### src/rtl/rtc_bus_arbiter.sv
// Fixed-priority arbiter sharing one RTC protocol engine between four sources,
// with a per-source burst limit and a completion watchdog.
module rtc_bus_arbiter #(
  parameter int unsigned MAX_BURST = 8,
  parameter int unsigned TIMEOUT   = 255
) (
  input  logic        clk,
  input  logic        Reset,
  input  logic [3:0]  req,
  input  logic [3:0]  req_rnw,
  input  logic [31:0] req_addr,
  input  logic [31:0] req_wdata,
  output logic [3:0]  gnt,
  output logic [3:0]  ack,
  output logic        err,
  output logic [7:0]  rd_data,
  output logic        busy,
  output logic        proto_start,
  output logic [7:0]  proto_address,
  output logic [7:0]  proto_wdata,
  output logic        proto_rnw,
  input  logic        proto_done,
  input  logic [7:0]  proto_rdata
);

  localparam logic [1:0] StIdle  = 2'd0;
  localparam logic [1:0] StIssue = 2'd1;
  localparam logic [1:0] StWait  = 2'd2;
  localparam logic [1:0] StDone  = 2'd3;

  localparam logic [7:0] MaxBurst    = 8'(MAX_BURST);
  localparam logic [7:0] TimeoutLast = 8'(TIMEOUT - 1);

  logic [1:0] state_q, state_d;
  logic [3:0] gnt_q, gnt_d;
  logic [3:0] last_gnt_q, last_gnt_d;
  logic [7:0] burst_cnt_q, burst_cnt_d;
  logic [7:0] to_cnt_q, to_cnt_d;
  logic       err_q, err_d;
  logic [7:0] rd_data_q, rd_data_d;
  logic [7:0] addr_q, addr_d;
  logic [7:0] wdata_q, wdata_d;
  logic       rnw_q, rnw_d;

  logic       other_req;
  logic [3:0] cand;
  logic [3:0] win_oh;
  logic [1:0] win_idx;

  // The current holder is masked only once its burst is used up and someone else waits.
  assign other_req = |(req & ~last_gnt_q);
  assign cand      = ((burst_cnt_q == MaxBurst) && other_req) ? (req & ~last_gnt_q) : req;
  assign win_oh    = cand & (~cand + 4'd1);

  always_comb begin
    win_idx = 2'd0;
    for (int i = 3; i >= 0; i--) begin
      if (cand[i]) win_idx = 2'(i);
    end
  end

  always_comb begin
    state_d     = state_q;
    gnt_d       = gnt_q;
    last_gnt_d  = last_gnt_q;
    burst_cnt_d = burst_cnt_q;
    to_cnt_d    = to_cnt_q;
    err_d       = err_q;
    rd_data_d   = rd_data_q;
    addr_d      = addr_q;
    wdata_d     = wdata_q;
    rnw_d       = rnw_q;
    case (state_q)
      StIdle: begin
        if (|req) begin
          state_d    = StIssue;
          gnt_d      = win_oh;
          last_gnt_d = win_oh;
          addr_d     = req_addr[{win_idx, 3'b000} +: 8];
          wdata_d    = req_wdata[{win_idx, 3'b000} +: 8];
          rnw_d      = req_rnw[win_idx];
          if (win_oh == last_gnt_q) begin
            // Saturate so a lone requester cannot wrap the counter.
            if (burst_cnt_q < MaxBurst) burst_cnt_d = burst_cnt_q + 8'd1;
          end else begin
            burst_cnt_d = 8'd1;
          end
        end
      end
      StIssue: begin
        state_d  = StWait;
        to_cnt_d = 8'd0;
      end
      StWait: begin
        if (proto_done) begin
          state_d = StDone;
          err_d   = 1'b0;
          if (rnw_q) rd_data_d = proto_rdata;
        end else if (to_cnt_q == TimeoutLast) begin
          state_d = StDone;
          err_d   = 1'b1;
        end else begin
          to_cnt_d = to_cnt_q + 8'd1;
        end
      end
      default: begin
        state_d = StIdle;
        gnt_d   = 4'd0;
        err_d   = 1'b0;
      end
    endcase
  end

  always_ff @(posedge clk) begin
    if (!Reset) begin
      state_q     <= StIdle;
      gnt_q       <= 4'd0;
      last_gnt_q  <= 4'd0;
      burst_cnt_q <= 8'd0;
      to_cnt_q    <= 8'd0;
      err_q       <= 1'b0;
      rd_data_q   <= 8'd0;
      addr_q      <= 8'd0;
      wdata_q     <= 8'd0;
      rnw_q       <= 1'b0;
    end else begin
      state_q     <= state_d;
      gnt_q       <= gnt_d;
      last_gnt_q  <= last_gnt_d;
      burst_cnt_q <= burst_cnt_d;
      to_cnt_q    <= to_cnt_d;
      err_q       <= err_d;
      rd_data_q   <= rd_data_d;
      addr_q      <= addr_d;
      wdata_q     <= wdata_d;
      rnw_q       <= rnw_d;
    end
  end

  assign gnt           = gnt_q;
  assign ack           = (state_q == StDone) ? gnt_q : 4'd0;
  assign err           = err_q;
  assign rd_data       = rd_data_q;
  assign busy          = (state_q != StIdle);
  assign proto_start   = (state_q == StIssue);
  assign proto_address = addr_q;
  assign proto_wdata   = wdata_q;
  assign proto_rnw     = rnw_q;

endmodule

### config.mk
export PLATFORM = sky130hd
export DESIGN_NAME = rtc_bus_arbiter
export DESIGN_NICKNAME = d
export VERILOG_FILES = /design/src/rtl/rtc_bus_arbiter.sv
export SDC_FILE = /design/constraint.sdc
export NUM_CORES = 1
export LEC_CHECK = 0
export BUFFER_PORTS_ARGS = -buffer_cell sky130_fd_sc_hd__buf_2
export CAP_MARGIN = 10
export CELL_PAD_IN_SITES_DETAIL_PLACEMENT = 0
export CELL_PAD_IN_SITES_GLOBAL_PLACEMENT = 2
export CORE_UTILIZATION = 27
export CTS_BUF_LIST = sky130_fd_sc_hd__clkbuf_16
export DETAILED_ROUTE_END_ITERATION = 10
export MAX_ROUTING_LAYER = met4
export PLACE_DENSITY_LB_ADDON = 0.1
export SLEW_MARGIN = 20
export SYNTH_ARGS = -nofsm -noshare
export SYNTH_HDL_FRONTEND = slang
export SYNTH_SLANG_ARGS = --single-unit
### constraint.sdc
create_clock -name clk -period 3.6 [get_ports clk]
set_clock_uncertainty 0.2 [all_clocks]
set_input_delay 0.36 -clock clk [delete_from_list [all_inputs] [get_ports clk]]
set_output_delay 0.36 -clock clk [all_outputs]
set_load 0.005 [all_outputs]
Word-level counts from Yosys, hierarchy flattened:

Cells that the tools add are included.

* $add $sub $neg: 3
* magnitude comparators: 2
* equal/unequal tests: 11
* shift-type cells: 2
* multiplexer cells: 22
* bitwise gates (word level): 6
* reductions and logical operators: 15

Operators with widths (number)
* $shiftx A32 B6 Y8: 2
* $mux W8: 4
* $add A8 B1 Y8 const B: 2
* $pmux W8 S2: 1
* $mux W2: 7
* $mux W4: 3
* $reduce_and A3 Y1: 3
* $and A4 B4 Y4: 2
* $eq A8 B4 Y1 const B: 1
* $eq A8 B8 Y1 const B: 1
* $lt A8 B4 Y1 const B: 1
* $not A4 Y4: 2
* $pmux W4 S2: 1
* $reduce_and A2 Y1: 4
* $reduce_or A4 Y1: 2
* $ne A2 B2 Y1 const B: 3
* $pmux W2 S3: 1
* $add A4 B1 Y4 const B: 1
* $eq A2 B2 Y1 const B: 2
* $eq A4 B4 Y1: 1
* $reduce_bool A2 Y1: 2
* $reduce_or A2 Y1: 2
* $lt A2 B3 Y1 const B: 1
* $mux W1: 3
* other kinds (8): 9

* flip-flop bits (word level): 52
* bits of input ports: 83
* word-level logic and storage cells: 71

Depth between registers and ports, before layout:

Gate-level depths: netlist (run 1).

* depth in word-level cells: 11
* mapped depth: 10

Worst setup path before layout (run 1):

OpenSTA, ideal clock, no wires.

* path type: flip-flop to flip-flop
* from: reg burst_cnt_q[5]
* to: reg burst_cnt_q[0]
* data arrival time: 2198 ps
* data required time: 3285 ps
* slack: 1086 ps
* cell stages (with the launch flop): 8
* path buffers: 0
* path through: dfxtp_1 or4_4 nor3_4 a31oi_2 nor4_4 xnor2_1 o211ai_1 and3_1

* longest elaborated chain between the ends: 9
* elaborated cells between the ends (all ways): 11
* classes of those cells: 1 x add/sub; 1 x order compare; 3 x eq/ne; 2 x mux; 2 x bitwise; 2 x reduce/logical

RTL lines
* from (decl): line 37 `logic [7:0] burst_cnt_q, burst_cnt_d;`
* from (signal assigned): line 130 `burst_cnt_q <= burst_cnt_d;`
* $eq A8 B4 Y1: line 52 `assign cand = ((burst_cnt_q == MaxBurst) && other_req) ? (req & ~last_gnt_q) : req;`
* $logic_and A1 B1 Y1: line 52
* $mux W4: line 52
* $not A4 Y4: line 53 `assign win_oh = cand & (~cand + 4'd1);`
* $add A4 B1 Y4: line 53
* $and A4 B4 Y4: line 53
* $eq A4 B4 Y1: line 82 `if (win_oh == last_gnt_q) begin`
* $ne A2 B1 Y1 (no source line)
* $reduce_and A3 Y1 (no source line)

Several ways; a longest one is shown, not always the timed one.
A chain may end at the register's enable or synchronous reset.

Worst setup path after layout (run 1):

* from: reg burst_cnt_q[5]
* to: reg addr_q[7] (netlist: proto_address[7])

* longest elaborated chain between the ends: 8

RTL lines
* $eq A8 B4 Y1 *: line 52
* $logic_and A1 B1 Y1 *: line 52
* $mux W4 *: line 52
* $mux W2 (3 in a row): line 58 `if (cand[i]) win_idx = 2'(i);`
* $mux W2 *: line 58
* $shiftx A32 B6 Y8 *: line 79 `addr_d = req_addr[{win_idx, 3'b000} +: 8];`
* to (signal assigned): line 134 `addr_q <= addr_d;`
* to (decl): line 41 `logic [7:0] addr_q, addr_d;`

Every way passes the cells marked *; elsewhere a longest branch is shown, timed or not.

==> results of run 1 <==
cells in the mapped netlist, types with 8 or more instances:
library cell  count  area (um^2)
a21boi_0          9         67.6
dfxtp_1          52         1040
o211ai_1         18          135
inv_1            11         41.3
o21ai_1          16         80.1
and3_1           18          113
nor2_1           33          124
nand2_1          37          139
a21oi_1          14         70.1
ha_1              8          100
buf_2             8         40.0
mux2i_1          26          260
power groups by stage:
stage / Sequential (mW) / Combinational (mW) / Clock, mW
CTS: 0.732 / 0.650 / 0.559
global route: 0.746 / 0.720 / 0.584
global placement: 0.746 / 0.644 / 0
floorplan: 0.737 / 0.391 / 0
finish: 0.731 / 0.635 / 0.531
detailed placement: 0.743 / 0.649 / 0
worst max path at each step:
| stage | slack [ns] | end | cells past startpoint | start |
|---|---|---|---|---|
| 2_1_floorplan | 1.09 | burst_cnt_q[0] | 7 | burst_cnt_q[5] |
| 3_3_place_gp | 0.73 | proto_wdata[7] | 8 | req[2] |
| 3_5_place_dp | 0.65 | proto_address[7] | 9 | burst_cnt_q[5] |
| 4_1_cts | 0.63 | proto_address[7] | 9 | burst_cnt_q[5] |
| 5_1_grt | 0.50 | proto_address[7] | 9 | burst_cnt_q[5] |
| 6_report | 0.65 | proto_address[7] | 9 | burst_cnt_q[5] |
kinds of logic (layout without fill, tap and decap cells):
family	after synthesis	after routing	share of synthesized area
flops	52	52	0.363
fa+ha+maj	8	8	0.0349
compound gates	87	87	0.218
mux	27	27	0.0948
xor+xnor	6	6	0.0183
buf+inv	28	144	0.0428
simple gates	128	128	0.228
worst min-delay path, delay by kind of cell:
kind	cells	cell delay [ns]
and+or+nand+nor	1	0.07
buffers and inverters	1	0.07
muxes	1	0.05
flip-flops by register name, summed over array words and instances, names as in the netlist:
register       cells
burst_cnt_q        8
proto_address      8
proto_wdata        8
rd_data            8
to_cnt_q           8
gnt                4
last_gnt_q         4
state_q            2
err                1
proto_rnw          1
placed cells by master (no fill, tap or decap), types with 7 or more instances in the layout:
master | synthesis | final
inv_1 | 11 | 11
and3_1 | 18 | 18
ha_1 | 8 | 8
a21boi_0 | 9 | 9
nand2_1 | 37 | 37
dfxtp_1 | 52 | 52
nor2_1 | 33 | 33
o211ai_1 | 18 | 18
a21oi_1 | 14 | 14
o21ai_1 | 16 | 16
mux2i_1 | 26 | 26
buf_2 | 8 | 118
a21boi_1 | 7 | 7
layout make-up:
type                    instances  area share
repair buffers                124       0.169
clock inverters                 3     0.00999
flip-flops and latches         52       0.277
clock buffers                   5      0.0333
well taps                     136      0.0453
multi-input cells             256       0.453
inverters                      12      0.0120
layer usage:
metal	global-route usage	routed length, um	vias up
met3	0.0399	440	7
met2	0.263	3760	73
met1	0.190	3790	1225
li1	-	-	1427
met5	-	0	-
met4	0.0392	77	0
==> results.json, run 1 <==
{
  "fin_crit_sh": 0.818,
  "r2r-start": "burst_cnt_q[5]",
  "outcome": "finished, final reports clean",
  "cts_tree": "built",
  "nNetsFinal": 542,
  "root_buffer": "clkbuf_16",
  "crit_slowest_cell": "or4_4",
  "numCtsBuffers": 5,
  "multi_input_area_um2": 1700,
  "drv_cap": 0,
  "clkPwrFrac": 0.280,
  "ant_nets": 0,
  "cts.clk_slew.worst_paths_ns": 0.07,
  "power_frac_seq": 0.385,
  "power.total_mw": 1.90,
  "crit_path_start_kind": "register",
  "seqCellArea_um2": 1040,
  "diodes": 0,
  "power_leakage_nw": 1.79,
  "postSynthCellCount": 336,
  "cts_hold_buf": 0,
  "rsz0062_at_grt": "false",
  "timing.hold.ws_ns": 0.102,
  "dp_slack_ns": 0.646,
  "place_congestion": 0.823,
  "hold_violations": 0,
  "path_delay_family": "simple AND/OR/NAND/NOR gates",
  "h-tree-depth": 2,
  "cp.required_ns": 3.61,
  "cts_repair_resize_count": 0,
  "irDropWorstVdd_v": 0.000213,
  "fin_tns_setup_ns": 0,
  "io_pins": 119,
  "placed_area_um2": 3590,
  "io_buffers": 118,
  "final-setup-viol-count": 0,
  "path_buf_inv": 2,
  "fin_crit_ns": 2.95,
  "power.density_nw_per_um2": 505,
  "grt_max_degree": 39,
  "clock_latency_ns": 0.29,
  "dp.cells": 580,
  "ys_seq_elements": 52,
  "min-delay-start": "proto_rdata[6]",
  "grt.total_usage": 0.158,
  "route.detailed.drc": 0,
  "slew_headroom": 0.557,
  "synth_nets": 427,
  "fin_util": 0.364,
  "grt_pass1_wl_um": 13400,
  "yosys_most_used_dff": "dfxtp_1",
  "synth_cell_types": 51,
  "min_delay_path_depth": 3,
  "worst_ep_arrival_time_ns": 2.96,
  "final_area_um2": 3760,
  "area_growth_pct": 31.1,
  "dieArea_um2": 11000,
  "async_reset_ff_frac": 0,
  "max-clock-path-buffers": 2,
  "first_pass_iters": 4,
  "crit_top_cell": "buf_4",
  "synth.cell_area_um2": 2870,
  "rows": 37,
  "p_switching_mw": 0.654,
  "die_w_um": 105,
  "hold_end": "rd_data[6]",
  "p_int_mw": 1.24,
  "core_region_area_um2": 10300,
  "synth_edf_count": 0,
  "clock-sinks": 52,
  "start_util": 0.278,
  "critPathKind": "register to register",
  "critPathCaptureType": "register",
  "yosys_warnings": 0,
  "drt-initial-drc-count": 83,
  "grt_pass1_vias": 2722,
  "die_h_um": 105,
  "r2r_end": "proto_address[7]",
  "synth_area_per_cell_um2": 8.53,
  "gr-total-overflow": 0,
  "swShare": 0.345,
  "yosysSeqAreaShare": 0.363,
  "r2r_setup_slack_ns": 0.65,
  "hold_class": "input port to register",
  "fillers": 1098,
  "worstPathCellList": "or4_4, nor3_4, a31o_1, buf_4, nand2_1, nor3_2, buf_4, a21bo_1, o211ai_1",
  "wl_um": 8070,
  "dr_total_vias": 2732,
  "wl_per_cell_um": 13.7,
  "setup_slack_ns": 0.655,
  "hpwl_um": 6000,
  "layout-drive-gt1-share": 0.321,
  "maxSlewViolCount": 0,
  "post_cts_buffers": 0,
  "fmax_ghz": 0.340,
  "max_stage_delay_ns": 0.56,
  "layout.cells.non_filler": 588,
  "r2r_cells": 9,
  "power_frac_comb": 0.335,
  "via_per_inst": 4.65,
  "tightest_slew_ns": 0.657,
  "cp_max_fo": 38,
  "antenna_found_initial": 0
}
(Power assumes the default switching activity.)
==> inputs of run 2 (changes only) <==
Clock period 3.6 ns to 2.8 ns, I/O delays scaled along.
==> results.json, run 2 (synthesis results as in run 1) <==
{
  "outcome": "finished, final reports clean",
  "tightest_slew_ns": 0.689,
  "area_growth_pct": 36.1,
  "crit_path_start_kind": "register",
  "grt.total_usage": 0.158,
  "via_per_inst": 4.68,
  "power_leakage_nw": 1.87,
  "layout-drive-gt1-share": 0.341,
  "fin_crit_sh": 0.945,
  "power_frac_comb": 0.350,
  "drt-initial-drc-count": 91,
  "r2r_setup_slack_ns": 0.15,
  "layout_commonest_cell": "buf_2",
  "p_switching_mw": 0.879,
  "fmax_ghz": 0.378,
  "diodes": 0,
  "clock-sinks": 52,
  "fillers": 1109,
  "maxSlewViolCount": 0,
  "fin_util": 0.378,
  "power.density_nw_per_um2": 647,
  "cts.clk_slew.worst_paths_ns": 0.07,
  "gr-total-overflow": 0,
  "io_pins": 119,
  "r2r_end": "burst_cnt_q[0]",
  "place_congestion": 0.797,
  "drv_cap": 0,
  "h-tree-depth": 2,
  "min_delay_path_depth": 3,
  "max-clock-path-buffers": 2,
  "timing.hold.ws_ns": 0.0148,
  "cp.required_ns": 2.79,
  "io_buffers": 118,
  "first_pass_iters": 4,
  "hold_class": "input port to register",
  "nNetsFinal": 553,
  "core_region_area_um2": 10300,
  "numCtsBuffers": 5,
  "rows": 37,
  "r2r-start": "burst_cnt_q[5]",
  "antenna_found_initial": 0,
  "critPathCaptureType": "register",
  "min-delay-start": "proto_rdata[7]",
  "clock_latency_ns": 0.29,
  "wl_per_cell_um": 13.5,
  "ant_nets": 0,
  "dieArea_um2": 11000,
  "r2r_cells": 8,
  "cp_max_fo": 4,
  "route.detailed.drc": 0,
  "final-setup-viol-count": 0,
  "p_int_mw": 1.64,
  "critPathKind": "register to register",
  "swShare": 0.349,
  "slew_headroom": 0.536,
  "clkPwrFrac": 0.281,
  "rsz0062_at_grt": "false",
  "grt_pass1_vias": 2843,
  "power_frac_seq": 0.369,
  "irDropWorstVdd_v": 0.000275,
  "hpwl_um": 5940,
  "wl_um": 8080,
  "cts_tree": "built",
  "layout_common_cells": "118 x buf_2, 52 x dfxtp_1, 37 x nand2_1, 33 x nor2_1, 26 x mux2i_1",
  "cts_hold_buf": 0,
  "start_util": 0.278,
  "grt_max_degree": 40,
  "worst_ep_arrival_time_ns": 2.63,
  "fin_crit_ns": 2.65,
  "dr_total_vias": 2801,
  "die_h_um": 105,
  "die_w_um": 105,
  "hold_violations": 0,
  "grt_pass1_wl_um": 13500,
  "hold_end": "rd_data[7]",
  "root_buffer": "clkbuf_16"
}
run 2: repair_timing:
| action | CTS | global route |
|---|---|---|
| resized for setup | 2 | 2 |
| setup endpoints to repair | 19 | 8 |
| buffers inserted | 0 | 1 |
| pin swaps | 0 | 1 |
run 2: worst max-delay path by stage:
stage	slack, ns	endpoint	cells past startpoint	from
6_report	0.15	burst_cnt_q[0]	8	burst_cnt_q[5]
5_1_grt	0.004	burst_cnt_q[0]	8	burst_cnt_q[5]
4_1_cts	0.08	burst_cnt_q[0]	8	burst_cnt_q[5]
3_5_place_dp	-0.10	proto_address[7]	7	burst_cnt_q[5]
3_3_place_gp	-0.06	proto_address[7]	7	burst_cnt_q[5]
2_1_floorplan	0.29	burst_cnt_q[0]	7	burst_cnt_q[5]
run 2: area by class of cell:
class,count,area [um^2],share of cell area
Timing Repair Buffer,135,763,0.196
Tap cell,136,170,0.0436
Inverter,12,45.0,0.0116
Clock inverter,3,42.5,0.0109
Sequential cell,52,1040,0.267
Multi-Input combinational cell,256,1710,0.439
Clock buffer,5,125,0.0321
run 2: critical path: stages (launching register included):
cell and delay (ns):
dfxtp_1 0.32, or4_4 0.57, nor3_4 0.23, buf_4 0.16
a31oi_2 0.12, nor4_4 0.37, xnor2_1 0.25, o211ai_1 0.14
and3_1 0.18
run 2: routing by layer:
layer / share of wire / global-route usage / vias up
met5: 0 / - / -
met4: 0.0078 / 0.0483 / 0
met3: 0.059 / 0.0374 / 6
met2: 0.46 / 0.258 / 83
met1: 0.47 / 0.193 / 1265
li1: - / - / 1447
run 2: power by group through the flow:
stage / Clock, mW / Sequential (mW) / Combinational [mW]
after floorplan: 0 / 0.948 / 0.503
after global placement: 0 / 0.948 / 0.888
after detailed placement: 0 / 0.944 / 0.881
after CTS: 0.742 / 0.931 / 0.886
after global routing: 0.767 / 0.947 / 0.983
final: 0.709 / 0.929 / 0.883
run 2: metrics by stage:
stage	setup WS [ns]	TNS, ns	total power, mW	instance area, um^2	cells
6_report	0.154	0	2.52	3900	599
3_5_place_dp	-0.101	-0.397	1.83	3690	590
2_1_floorplan	0.286	0	1.45	2870	336
4_1_cts	0.0785	0	2.56	3870	598
5_1_grt	0.00352	0	2.70	3900	599
3_3_place_gp	-0.0613	-0.0853	1.84	3690	590
==> inputs of run 3 (changes only) <==
Settings changed: HOLD_SLACK_MARGIN set to 0.05.
==> results.json, run 3 (synthesis results as in run 1) <==
{
  "hpwl_um": 5940,
  "fillers": 1101,
  "cts.clk_slew.worst_paths_ns": 0.07,
  "path_delay_family": "simple AND/OR/NAND/NOR gates",
  "drv_cap": 0,
  "h-tree-depth": 2,
  "wl_um": 8200,
  "layout_common_cells": "118 x buf_2, 52 x dfxtp_1, 37 x nand2_1, 33 x nor2_1, 26 x mux2i_1",
  "crit_path_start_kind": "register",
  "maxSlewViolCount": 0,
  "dp.cells": 590,
  "core_region_area_um2": 10300,
  "power.density_nw_per_um2": 635,
  "clock_latency_ns": 0.29,
  "die_w_um": 105,
  "gr-total-overflow": 0,
  "fin_crit_sh": 0.944,
  "numCtsBuffers": 5,
  "nNetsFinal": 561,
  "dieArea_um2": 11000,
  "drt-initial-drc-count": 87,
  "slew_headroom": 0.537,
  "max-clock-path-buffers": 2,
  "crit_slowest_cell": "or4_4",
  "critPathKind": "register to register",
  "fin_util": 0.385,
  "max_stage_delay_ns": 0.57,
  "fmax_ghz": 0.378,
  "irDropWorstVdd_v": 0.000275,
  "via_per_inst": 4.67,
  "critPathCaptureType": "register",
  "grt_pass1_vias": 2894,
  "grt.total_usage": 0.161,
  "ant_nets": 0,
  "antenna_found_initial": 0,
  "layout_commonest_cell": "buf_2",
  "wl_per_cell_um": 13.5,
  "grt_max_degree": 40,
  "clock-sinks": 52,
  "grt_pass1_wl_um": 13800,
  "tightest_slew_ns": 0.688,
  "cts_tree": "built",
  "place_congestion": 0.797,
  "rows": 37,
  "first_pass_iters": 4,
  "dr_total_vias": 2833,
  "route.detailed.drc": 0,
  "hold_class": "input port to register",
  "io_buffers": 118,
  "area_growth_pct": 38.9,
  "die_h_um": 105,
  "layout.cells.non_filler": 607,
  "outcome": "finished, final reports clean",
  "hold_violations": 0,
  "layout-drive-gt1-share": 0.335,
  "worstPathCellList": "or4_4, nor3_4, buf_4, a31oi_2, nor4_4, xnor2_1, o211ai_1, and3_1",
  "start_util": 0.278,
  "fin_crit_ns": 2.64,
  "worst_ep_arrival_time_ns": 2.63,
  "path_buf_inv": 1,
  "cp.required_ns": 2.79,
  "timing.hold.ws_ns": 0.0825,
  "io_pins": 119,
  "diodes": 0,
  "rsz0062_at_grt": "false",
  "cp_max_fo": 4,
  "power_leakage_nw": 1.90,
  "final-setup-viol-count": 0,
  "root_buffer": "clkbuf_16"
}
[run 3: cell count changes in the layout (fill, tap and decap cells not counted), sizes merged]
cell,previous run,this run
dlygate4sd3,0,8
[run 3: power breakdown]
| part | switching (mW) | internal, mW | total [mW] |
|---|---|---|---|
| clock | 0.286 | 0.421 | 0.707 |
| combinational | 0.518 | 0.374 | 0.892 |
| sequential | 0.0737 | 0.855 | 0.929 |
| total | 0.878 | 1.65 | 2.53 |
[run 3: area by class of cell]
class	count	area, um^2	share of cell area
repair buffers	143	843	0.212
clock buffers	5	125	0.0314
multi-input cells	256	1710	0.430
well taps	136	170	0.0428
inverters	12	45.0	0.0113
flip-flops and latches	52	1040	0.262
clock inverters	3	42.5	0.0107
[run 3: path summary, 6_finish.rpt]
path	start	endpoint	slack [ns]	cells past startpoint
worst max-delay path	burst_cnt_q[5]	burst_cnt_q[0]	0.16	8
worst min register to register	burst_cnt_q[4]	burst_cnt_q[4]	0.23	2
worst max register to register	burst_cnt_q[5]	burst_cnt_q[0]	0.16	8
worst min-delay path	req_addr[10]	proto_address[2]	0.08	3
[run 3: per-stage QoR]
step | cell area, um^2 | setup WS, ns | setup TNS, ns | total power [mW]
6_report | 3980 | 0.156 | 0 | 2.53
5_1_grt | 3980 | 0.00506 | 0 | 2.70
4_1_cts | 3950 | 0.0785 | 0 | 2.57
3_5_place_dp | 3690 | -0.101 | -0.397 | 1.83
3_3_place_gp | 3690 | -0.0613 | -0.0853 | 1.84
2_1_floorplan | 2870 | 0.286 | 0 | 1.45
[run 3: worst min-delay path: cells and delay by family]
family	cells	cell delay (ns)
multiplexers	1	0.05
buffers and inverters	1	0.07
AO/OA/AOI/OAI	1	0.14
[run 3: repair_timing]
| action | in CTS | in global routing |
|---|---|---|
| setup buffers | 0 | 1 |
| hold buffers | 8 | 0 |
| pin swaps | 0 | 1 |
| endpoints found under the setup margin | 19 | 8 |
| hold endpoints to repair | 8 | 0 |
| gates resized for setup | 2 | 2 |
[run 3: per-layer routing]
| metal | vias to the layer above | wire [um] | global-route usage |
|---|---|---|---|
| met5 | - | 0 | - |
| met4 | 0 | 103 | 0.0483 |
| met3 | 7 | 464 | 0.0374 |
| met2 | 82 | 3770 | 0.265 |
| met1 | 1281 | 3860 | 0.195 |
| li1 | 1463 | - | - |
